$ cat config.mk
export PLATFORM = sky130hd
export DESIGN_NAME = adc2fifo_packer
export DESIGN_NICKNAME = d
export VERILOG_FILES = /design/src/rtl/adc2fifo_packer.sv
export SDC_FILE = /design/constraint.sdc
export NUM_CORES = 1
export LEC_CHECK = 0
export ABC_AREA = 0
export CAP_MARGIN = 10
export CORE_UTILIZATION = 44
export DETAILED_ROUTE_END_ITERATION = 16
export PLACE_DENSITY = 0.75
export SLEW_MARGIN = 15
export SYNTH_ARGS = -nofsm -noshare
export SYNTH_HDL_FRONTEND = slang
export SYNTH_SLANG_ARGS = --single-unit
export TNS_END_PERCENT = 5
$ cat constraint.sdc
create_clock -name sysclk -period 1.5 [get_ports sysclk]
set_clock_uncertainty 0.1 [all_clocks]
set_input_delay 0.225 -clock sysclk [delete_from_list [all_inputs] [get_ports sysclk]]
set_output_delay 0.225 -clock sysclk [all_outputs]
set_load 0.02 [all_outputs]
$ cat src/rtl/adc2fifo_packer.sv
// adc2fifo_packer: packs 16-bit ADC samples two-per-word into fixed-length
// frames written to the sample FIFO after an arm/trigger sequence.
//
// Optional feature: define ADC2FIFO_HEADER_EN to prepend a header word
// {16'hA5A5, seq[15:0]} to every frame. The header counts toward FRAME_WORDS.
//
// Ports:
//   sysclk      single clock, rising edge
//   rst         synchronous active-high reset
//   adc_data    16-bit ADC sample
//   adc_valid   adc_data valid this cycle
//   arm         one-cycle capture request (honoured in IDLE only)
//   trigger     capture start (honoured in ARMED only)
//   fifo_full   FIFO full flag, sampled in the write-decision cycle
//   fifo_din    FIFO write data (registered)
//   fifo_wr_en  FIFO write strobe (registered)
//   busy        high while ARMED or CAPTURE (registered)
//   frame_done  one-cycle pulse with the final word slot of a frame
//   overflow    sticky: a word was dropped since reset/arm
module adc2fifo_packer #(
  parameter int unsigned FRAME_WORDS = 16,
  parameter int unsigned SEQ_W       = 16
) (
  input  logic        sysclk,
  input  logic        rst,
  input  logic [15:0] adc_data,
  input  logic        adc_valid,
  input  logic        arm,
  input  logic        trigger,
  input  logic        fifo_full,
  output logic [31:0] fifo_din,
  output logic        fifo_wr_en,
  output logic        busy,
  output logic        frame_done,
  output logic        overflow
);

  localparam int unsigned CNT_W = $clog2(FRAME_WORDS + 1);
  localparam logic [CNT_W-1:0] LAST_CNT = CNT_W'(FRAME_WORDS - 1);

  typedef enum logic [1:0] {
    S_IDLE,
    S_ARMED,
    S_CAPTURE
  } state_t;

  state_t            state_q, state_d;
  logic [15:0]       low_q, low_d;
  logic              half_q, half_d;
  logic [CNT_W-1:0]  cnt_q, cnt_d;
  logic [SEQ_W-1:0]  seq_q, seq_d;
  logic [31:0]       din_q, din_d;
  logic              wr_en_q, wr_en_d;
  logic              done_q, done_d;
  logic              ovf_q, ovf_d;
  logic              busy_q, busy_d;

  logic              capture;
  logic              issue;
  logic [31:0]       issue_word;

`ifdef ADC2FIFO_HEADER_EN
  logic [15:0]       seq16;
  assign seq16 = 16'(seq_q);
`endif

  // State and output registers
  always_ff @(posedge sysclk) begin
    if (rst) begin
      state_q <= S_IDLE;
      low_q   <= '0;
      half_q  <= 1'b0;
      cnt_q   <= '0;
      seq_q   <= '0;
      din_q   <= '0;
      wr_en_q <= 1'b0;
      done_q  <= 1'b0;
      ovf_q   <= 1'b0;
      busy_q  <= 1'b0;
    end else begin
      state_q <= state_d;
      low_q   <= low_d;
      half_q  <= half_d;
      cnt_q   <= cnt_d;
      seq_q   <= seq_d;
      din_q   <= din_d;
      wr_en_q <= wr_en_d;
      done_q  <= done_d;
      ovf_q   <= ovf_d;
      busy_q  <= busy_d;
    end
  end

  // Next-state, packing and word-issue logic
  always_comb begin
    state_d    = state_q;
    low_d      = low_q;
    half_d     = half_q;
    cnt_d      = cnt_q;
    seq_d      = seq_q;
    din_d      = din_q;
    wr_en_d    = 1'b0;
    done_d     = 1'b0;
    ovf_d      = ovf_q;
    capture    = 1'b0;
    issue      = 1'b0;
    issue_word = '0;

    case (state_q)
      S_IDLE: begin
        if (arm) begin
          state_d = S_ARMED;
          ovf_d   = 1'b0;
          cnt_d   = '0;
          half_d  = 1'b0;
        end
      end
      S_ARMED: begin
        // The trigger-cycle sample is already part of the frame.
        if (trigger) begin
          state_d = S_CAPTURE;
          capture = 1'b1;
`ifdef ADC2FIFO_HEADER_EN
          // Header is decided here so it lands in the first CAPTURE cycle;
          // no data word can complete in this cycle (half flag is clear).
          issue      = 1'b1;
          issue_word = {16'hA5A5, seq16};
`endif
        end
      end
      S_CAPTURE: begin
        capture = 1'b1;
      end
      default: begin
        state_d = S_IDLE;
      end
    endcase

    if (capture && adc_valid) begin
      if (!half_q) begin
        low_d  = adc_data;
        half_d = 1'b1;
      end else begin
        half_d     = 1'b0;
        issue      = 1'b1;
        issue_word = {adc_data, low_q};
      end
    end

    // Dropped words still consume a slot so frame length is fixed in time.
    if (issue) begin
      din_d = issue_word;
      cnt_d = cnt_q + CNT_W'(1);
      if (fifo_full) begin
        ovf_d = 1'b1;
      end else begin
        wr_en_d = 1'b1;
      end
      if (cnt_q == LAST_CNT) begin
        done_d  = 1'b1;
        cnt_d   = '0;
        seq_d   = seq_q + SEQ_W'(1);
        state_d = S_IDLE;
      end
    end

    busy_d = (state_d != S_IDLE);
  end

  assign fifo_din   = din_q;
  assign fifo_wr_en = wr_en_q;
  assign busy       = busy_q;
  assign frame_done = done_q;
  assign overflow   = ovf_q;

endmodule

**Yosys cells after proc, flatten, opt, wreduce, memory -nomap -nowiden**

Index checks and enable logic that the tools add are counted.

- Divide/modulo/power cells: 0
- Shifts and indexed selects: 0
- $lt $le $gt $ge: 0
- Bitwise logic cells: 2
- Add/subtract/negate cells: 1
- Muxes and demuxes: 25
- Reduce and logical (&&, ||, !) cells: 11
- Equality and inequality tests: 3
- Multiply operators: 0

Operators with widths:

| kind | number |
|---|---|
| $mux 32 | 2 |
| $mux 5 | 4 |
| $mux 1 | 13 |
| $reduce_bool 2->1 | 5 |
| $mux 2 | 4 |
| $pmux 2 s3 | 1 |
| $reduce_and 2->1 | 3 |
| $add 5x1->5 const B | 1 |
| $eq 5x4->1 const B | 1 |
| $eq 2x1->1 const B | 1 |
| $eq 2x2->1 const B | 1 |
| $logic_not 2->1 | 1 |
| $not 1->1 | 2 |
| $pmux 1 s2 | 1 |
| $reduce_or 2->1 | 1 |
| $logic_and 1x1->1 | 1 |

- Bits in latches: 0
- Memory bits (writable): 0
- Bits of input ports: 22
- Memories kept: 0
- Bits in read-only memories: 0
- Bits in registers: 60
- Output and inout port bits: 36
- Logic and storage cells: 51

**Logic depth before layout (Yosys ltp)**

- Word-level depth: 6
- Gate-level depth with buffers: 7
- Mapped depth without buffers: 5

**Worst setup path before layout**

Ideal clock, no wire load.

- Path type: register to register
- Start: reg state_q[0]
- End: reg low_q[10]
- Slack: -201 ps
- Path buffers: 1
- Data required time: 1,328 ps
- Clock period less this slack: 1,701 ps
- Setup time: 72 ps
- Data arrival time: 1,530 ps
- Cell stages (with the launch flop): 7
- Cells stage by stage: dfxtp_1 -> inv_1 -> ha_1 -> nand2_1 -> nor3_4 -> buf_6 -> mux2i_1

- Longest elaborated chain between the ends: 4
- Elaborated cells on any way between the ends: 5
- Those cells by class: eq/ne: 2; mux: 1; reduce/logical: 2

Ends and longest elaborated chain:

| what | RTL line | source |
|---|---|---|
| start, declared | 47 | `state_t state_q, state_d;` |
| start signal, assigned | 81 | `state_q <= state_d;` |
| $eq 2x2->1 / $eq 2x1->1 (equally long branches) | 109 | `case (state_q)` |
| $pmux 1 s2 (*) | 109 |  |
| $logic_and 1x1->1 (*) | 139 | `if (capture && adc_valid) begin` |
| $reduce_and 2->1 (no line) (*) | n/a |  |
| end signal, assigned | 82 | `low_q <= low_d;` |
| end, declared | 48 | `logic [15:0] low_q, low_d;` |

Mark *: on every way between the ends. The rest lies on a longest branch, timed or not.
A chain may end at the register's enable or synchronous reset.

**Worst setup path in the final report**

- Start: reg state_q[0]
- End: reg cnt_q[4]

- Longest elaborated chain between the ends: 6
- Elaborated cells on any way between the ends: 10
- Those cells by class: eq/ne: 2; mux: 3; reduce/logical: 5

Ends and longest elaborated chain:

| what | RTL line | source |
|---|---|---|
| $eq 2x2->1 / $eq 2x1->1 (equally long branches) | 109 |  |
| $pmux 1 s2 | 109 |  |
| $logic_and 1x1->1 | 139 |  |
| $mux 1 | 139 |  |
| $reduce_bool 2->1 (no line) | n/a |  |
| $reduce_and 2->1 (no line) | n/a |  |
| end signal, assigned | 84 | `cnt_q <= cnt_d;` |
| end, declared | 50 | `logic [CNT_W-1:0] cnt_q, cnt_d;` |

Parallel ways exist; a longest one is shown, timed or not.

==> flow_summary.rst <==
.. list-table::
   :header-rows: 1

   * - Metric
     - Value
   * - Placed Cells
     - 422
   * - Routability cong.
     - ~0.79
   * - Die W
     - ~77 µm
   * - Non-filler instance count after layout
     - about 450
   * - Length of the first detailed-routing pass in iterations
     - 5
   * - Antenna viol nets, final
     - 0
   * - WL per Instance
     - around 16 µm
   * - Netlist area before placement
     - roughly 2500 µm²
   * - Port buffer count
     - 57
   * - Maximum level of the CTS H-tree
     - 3
   * - Utilization of the core after routing
     - around 72%
   * - Clock root cell
     - sky130_fd_sc_hd__clkbuf_8
   * - Summed negative setup slack over all endpoints
     - -3.659 ns
   * - First-pass GRT wire length
     - ~12000 µm
   * - Nets in the synthesized netlist
     - around 320
   * - Net count of the finished layout
     - around 400
   * - Pin count of the biggest net entering global routing
     - 32
   * - Total count of hold-check failures in the final report
     - 0
   * - Die area
     - roughly 6000 µm²
   * - Count of standard-cell rows
     - 26
   * - Growth of design area from synthesis to finish
     - 53.92%
   * - Sink count of the clock tree
     - 60
   * - VDD IR-drop max
     - 0.7112 mV
   * - All-layer global routing usage
     - between 20 and 30%
   * - Initial DRC Count
     - 190
   * - Share of final-layout standard cells stronger than drive strength 1
     - roughly a fifth
   * - Worst setup slack after layout
     - -0.1110 ns
   * - Leakage
     - ~0.0015 µW
   * - Total CTS buffers
     - 9
   * - Post-synth EDFFs
     - 0
   * - Yosys Warn Count
     - 0
   * - Violations in the final reports
     - negative setup slack
   * - Max cap viols
     - 0
   * - Max Clk Rate
     - 620.7 MHz
   * - Clock transition at path regs
     - 0.07 ns
   * - Normalized max-slew margin
     - around 82%
   * - Bufs on Longest Clock Path
     - 2
   * - Clock network latency to the later pin of the worst-skew pair
     - ~0.34 ns
   * - Initial Util
     - a little under half
   * - Detailed-route vias per instance
     - 5.561
   * - Area of the core
     - ~5300 µm²
   * - Total global routing overflow
     - 0
   * - Final total power
     - between 3000 and 4000 µW
   * - Max-slew violations
     - 0
   * - Number of global-route vias before repair
     - 2385
   * - Min-delay worst type
     - reg -> reg
   * - Post-DP HPWL
     - ~4400 µm
   * - Crit path max fanout
     - 9
   * - Num ports
     - 58
   * - Height of the die
     - slightly below 80 µm
   * - Crit. End Element
     - flip-flop
   * - Unrepaired setup endpoints after global routing
     - yes
   * - Number of antenna violations at the first check in global routing
     - 0
   * - Count of different cell masters after synthesis
     - 30
   * - Gate count of the mapped netlist
     - approximately 290
   * - Worst Setup Start Kind
     - flip-flop
   * - Status
     - finished with violations
   * - Share of the clock period used by the worst path after layout
     - 107.4%
   * - Wire length after detailed routing
     - approximately 7300 µm
   * - Flip-flop and latch count after synthesis
     - 60
   * - Final setup violation count
     - 58
   * - Required time of the worst setup path
     - roughly 1.6 ns
   * - Final critical delay including setup and external delays
     - about 1.6 ns
   * - Post-detailed-route DRC marker count
     - 0
   * - Via total after detailed routing
     - 2508
   * - Average instance area after synthesis
     - about 8.6 µm²
   * - Power per cell area
     - between 1000 and 1500 nW/µm²
   * - Number of diodes added for antenna fixing
     - 0
   * - Ys flop type
     - sky130_fd_sc_hd__dfxtp_1
   * - Worst slack after detailed placement
     - -0.3234 ns
   * - Share of the yosys chip area belonging to registers
     - between 40% and 50%
   * - Post-CTS Hold Buffers
     - 0
   * - Setup CP Type
     - reg -> reg
   * - CTS tree
     - done
   * - Proportion of synthesized flip-flops having asynchronous set or reset
     - 0%
   * - Worst slew pin tran
     - 0.2664 ns
   * - Data arrival, critical path
     - about 1.8 ns
per-layer routing:
| layer | vias up | global-route usage (%) | routed length, µm |
|---|---|---|---|
| met3 | 17 | 7.024 | 465 |
| met2 | 101 | 42.50 | 3550 |
| li1 | 1203 | - | - |
| met5 | - | 0 | 0 |
| met4 | 0 | 10.00 | 167 |
| met1 | 1187 | 31.75 | 3092 |
logic make-up (layout without fill, tap and decap cells):
logic type | after synthesis | in the layout | synth area share (%)
flip-flops | 60 | 60 | 48.51
adder cells (fa/ha/maj) | 6 | 6 | 3.032
multiplexers | 16 | 16 | 6.468
buffers and inverters | 29 | 123 | 5.053
AND/OR/NAND/NOR | 90 | 90 | 17.99
AO/OA/AOI/OAI | 86 | 86 | 18.95
layout by cell type (no fill, tap or decap), types with 2 or more instances in the layout:
| cell type | netlist | layout |
|---|---|---|
| sky130_fd_sc_hd__nand2_1 | 34 | 33 |
| sky130_fd_sc_hd__dlygate4sd2_1 | 0 | 36 |
| sky130_fd_sc_hd__o21ai_1 | 0 | 11 |
| sky130_fd_sc_hd__nor4_2 | 0 | 2 |
| sky130_fd_sc_hd__ha_4 | 0 | 3 |
| sky130_fd_sc_hd__clkinvlp_4 | 0 | 2 |
| sky130_fd_sc_hd__nor2b_1 | 3 | 3 |
| sky130_fd_sc_hd__a21oi_1 | 37 | 36 |
| sky130_fd_sc_hd__clkinv_2 | 0 | 2 |
| sky130_fd_sc_hd__ha_1 | 6 | 3 |
| sky130_fd_sc_hd__nand2b_1 | 2 | 2 |
| sky130_fd_sc_hd__o211ai_1 | 5 | 5 |
| sky130_fd_sc_hd__clkbuf_8 | 0 | 10 |
| sky130_fd_sc_hd__o21ai_0 | 35 | 24 |
| sky130_fd_sc_hd__clkdlybuf4s50_1 | 0 | 21 |
| sky130_fd_sc_hd__buf_16 | 0 | 2 |
| sky130_fd_sc_hd__inv_1 | 4 | 2 |
| sky130_fd_sc_hd__dfxtp_1 | 60 | 58 |
| sky130_fd_sc_hd__mux2i_1 | 16 | 16 |
| sky130_fd_sc_hd__nand3_1 | 37 | 36 |
| sky130_fd_sc_hd__buf_6 | 1 | 8 |
| sky130_fd_sc_hd__nand4b_1 | 4 | 4 |
| sky130_fd_sc_hd__nor2_1 | 3 | 3 |
| sky130_fd_sc_hd__buf_12 | 0 | 7 |
| sky130_fd_sc_hd__buf_4 | 1 | 27 |
worst paths after layout:
path / start / slack [ns] / to / cells after the start
setup reg to reg: state_q[0]$_SDFF_PP0_ / -0.11 / cnt_q[4]$_SDFFE_PP0P_ / 5
setup / recovery: state_q[0]$_SDFF_PP0_ / -0.11 / cnt_q[4]$_SDFFE_PP0P_ / 5
hold reg to reg: low_q[0]$_SDFFE_PP0P_ / 0.36 / low_q[0]$_SDFFE_PP0P_ / 2
hold / removal: low_q[0]$_SDFFE_PP0P_ / 0.36 / low_q[0]$_SDFFE_PP0P_ / 2
report_power, final:
part           switching, µW  internal (µW)
Clock                    653            808
Sequential              19.2           1620
Combinational            371            386
synthesized netlist by cell type, types with 2 or more instances:
cell | count | area [µm²]
sky130_fd_sc_hd__nor2_1 | 3 | 11.26
sky130_fd_sc_hd__nand2_1 | 34 | 127.6
sky130_fd_sc_hd__mux2i_1 | 16 | 160.2
sky130_fd_sc_hd__buf_2 | 4 | 20.02
sky130_fd_sc_hd__nor2b_1 | 3 | 18.77
sky130_fd_sc_hd__o31ai_1 | 2 | 15.01
sky130_fd_sc_hd__clkbuf_1 | 19 | 71.32
sky130_fd_sc_hd__dfxtp_1 | 60 | 1201
sky130_fd_sc_hd__a21o_1 | 2 | 15.01
sky130_fd_sc_hd__o21ai_0 | 35 | 175.2
sky130_fd_sc_hd__inv_1 | 4 | 15.01
sky130_fd_sc_hd__nor4_1 | 2 | 12.51
sky130_fd_sc_hd__o211ai_1 | 5 | 37.54
sky130_fd_sc_hd__ha_1 | 6 | 75.07
sky130_fd_sc_hd__nand2b_1 | 2 | 12.51
sky130_fd_sc_hd__a21oi_1 | 37 | 185.2
sky130_fd_sc_hd__nand3_1 | 37 | 185.2
sky130_fd_sc_hd__nand4b_1 | 4 | 35.03
metrics by stage:
stage               instance area [µm²]  hold slack [ns]
floorplan                          2501           0.2037
global placement                   3359           0.3459
detailed placement                 3359           0.3495
CTS                                3732           0.3546
global route                       3811           0.3741
finish                             3811           0.3620
final cells by class:
class	instances	area [µm²]
multi-input cells	198	1260
fillers	421	1459
clock buffers	10	137.6
clock inverters	6	63.81
repair buffers	103	1033
well taps	70	87.58
flip-flops and latches	60	1206
inverters	4	22.52
registers in the layout (all words and copies together) (netlist names):
| register | flops |
|---|---|
| half_q | 1 |
| fifo_din | 32 |
| cnt_q | 5 |
| overflow | 1 |
| fifo_wr_en | 1 |
| state_q | 2 |
| low_q | 16 |
| busy | 1 |
| frame_done | 1 |
what timing repair did:
item,in CTS,in global routing
hold endpoints to repair,0,0
pin swaps,12,12
resized for setup,66,17
setup endpoints to repair,95,60
gates cloned,4,0
buffers inserted,3,6
worst max-delay path, stage by stage, from the launching register on:
cell and delay [ns]:
sky130_fd_sc_hd__dfxtp_2 0.36, sky130_fd_sc_hd__inv_4 0.06, sky130_fd_sc_hd__ha_4 0.26, sky130_fd_sc_hd__and3_4 0.30
sky130_fd_sc_hd__a21oi_1 0.11, sky130_fd_sc_hd__nor4b_2 0.31
Note: power is estimated with default switching activity, not from simulation.
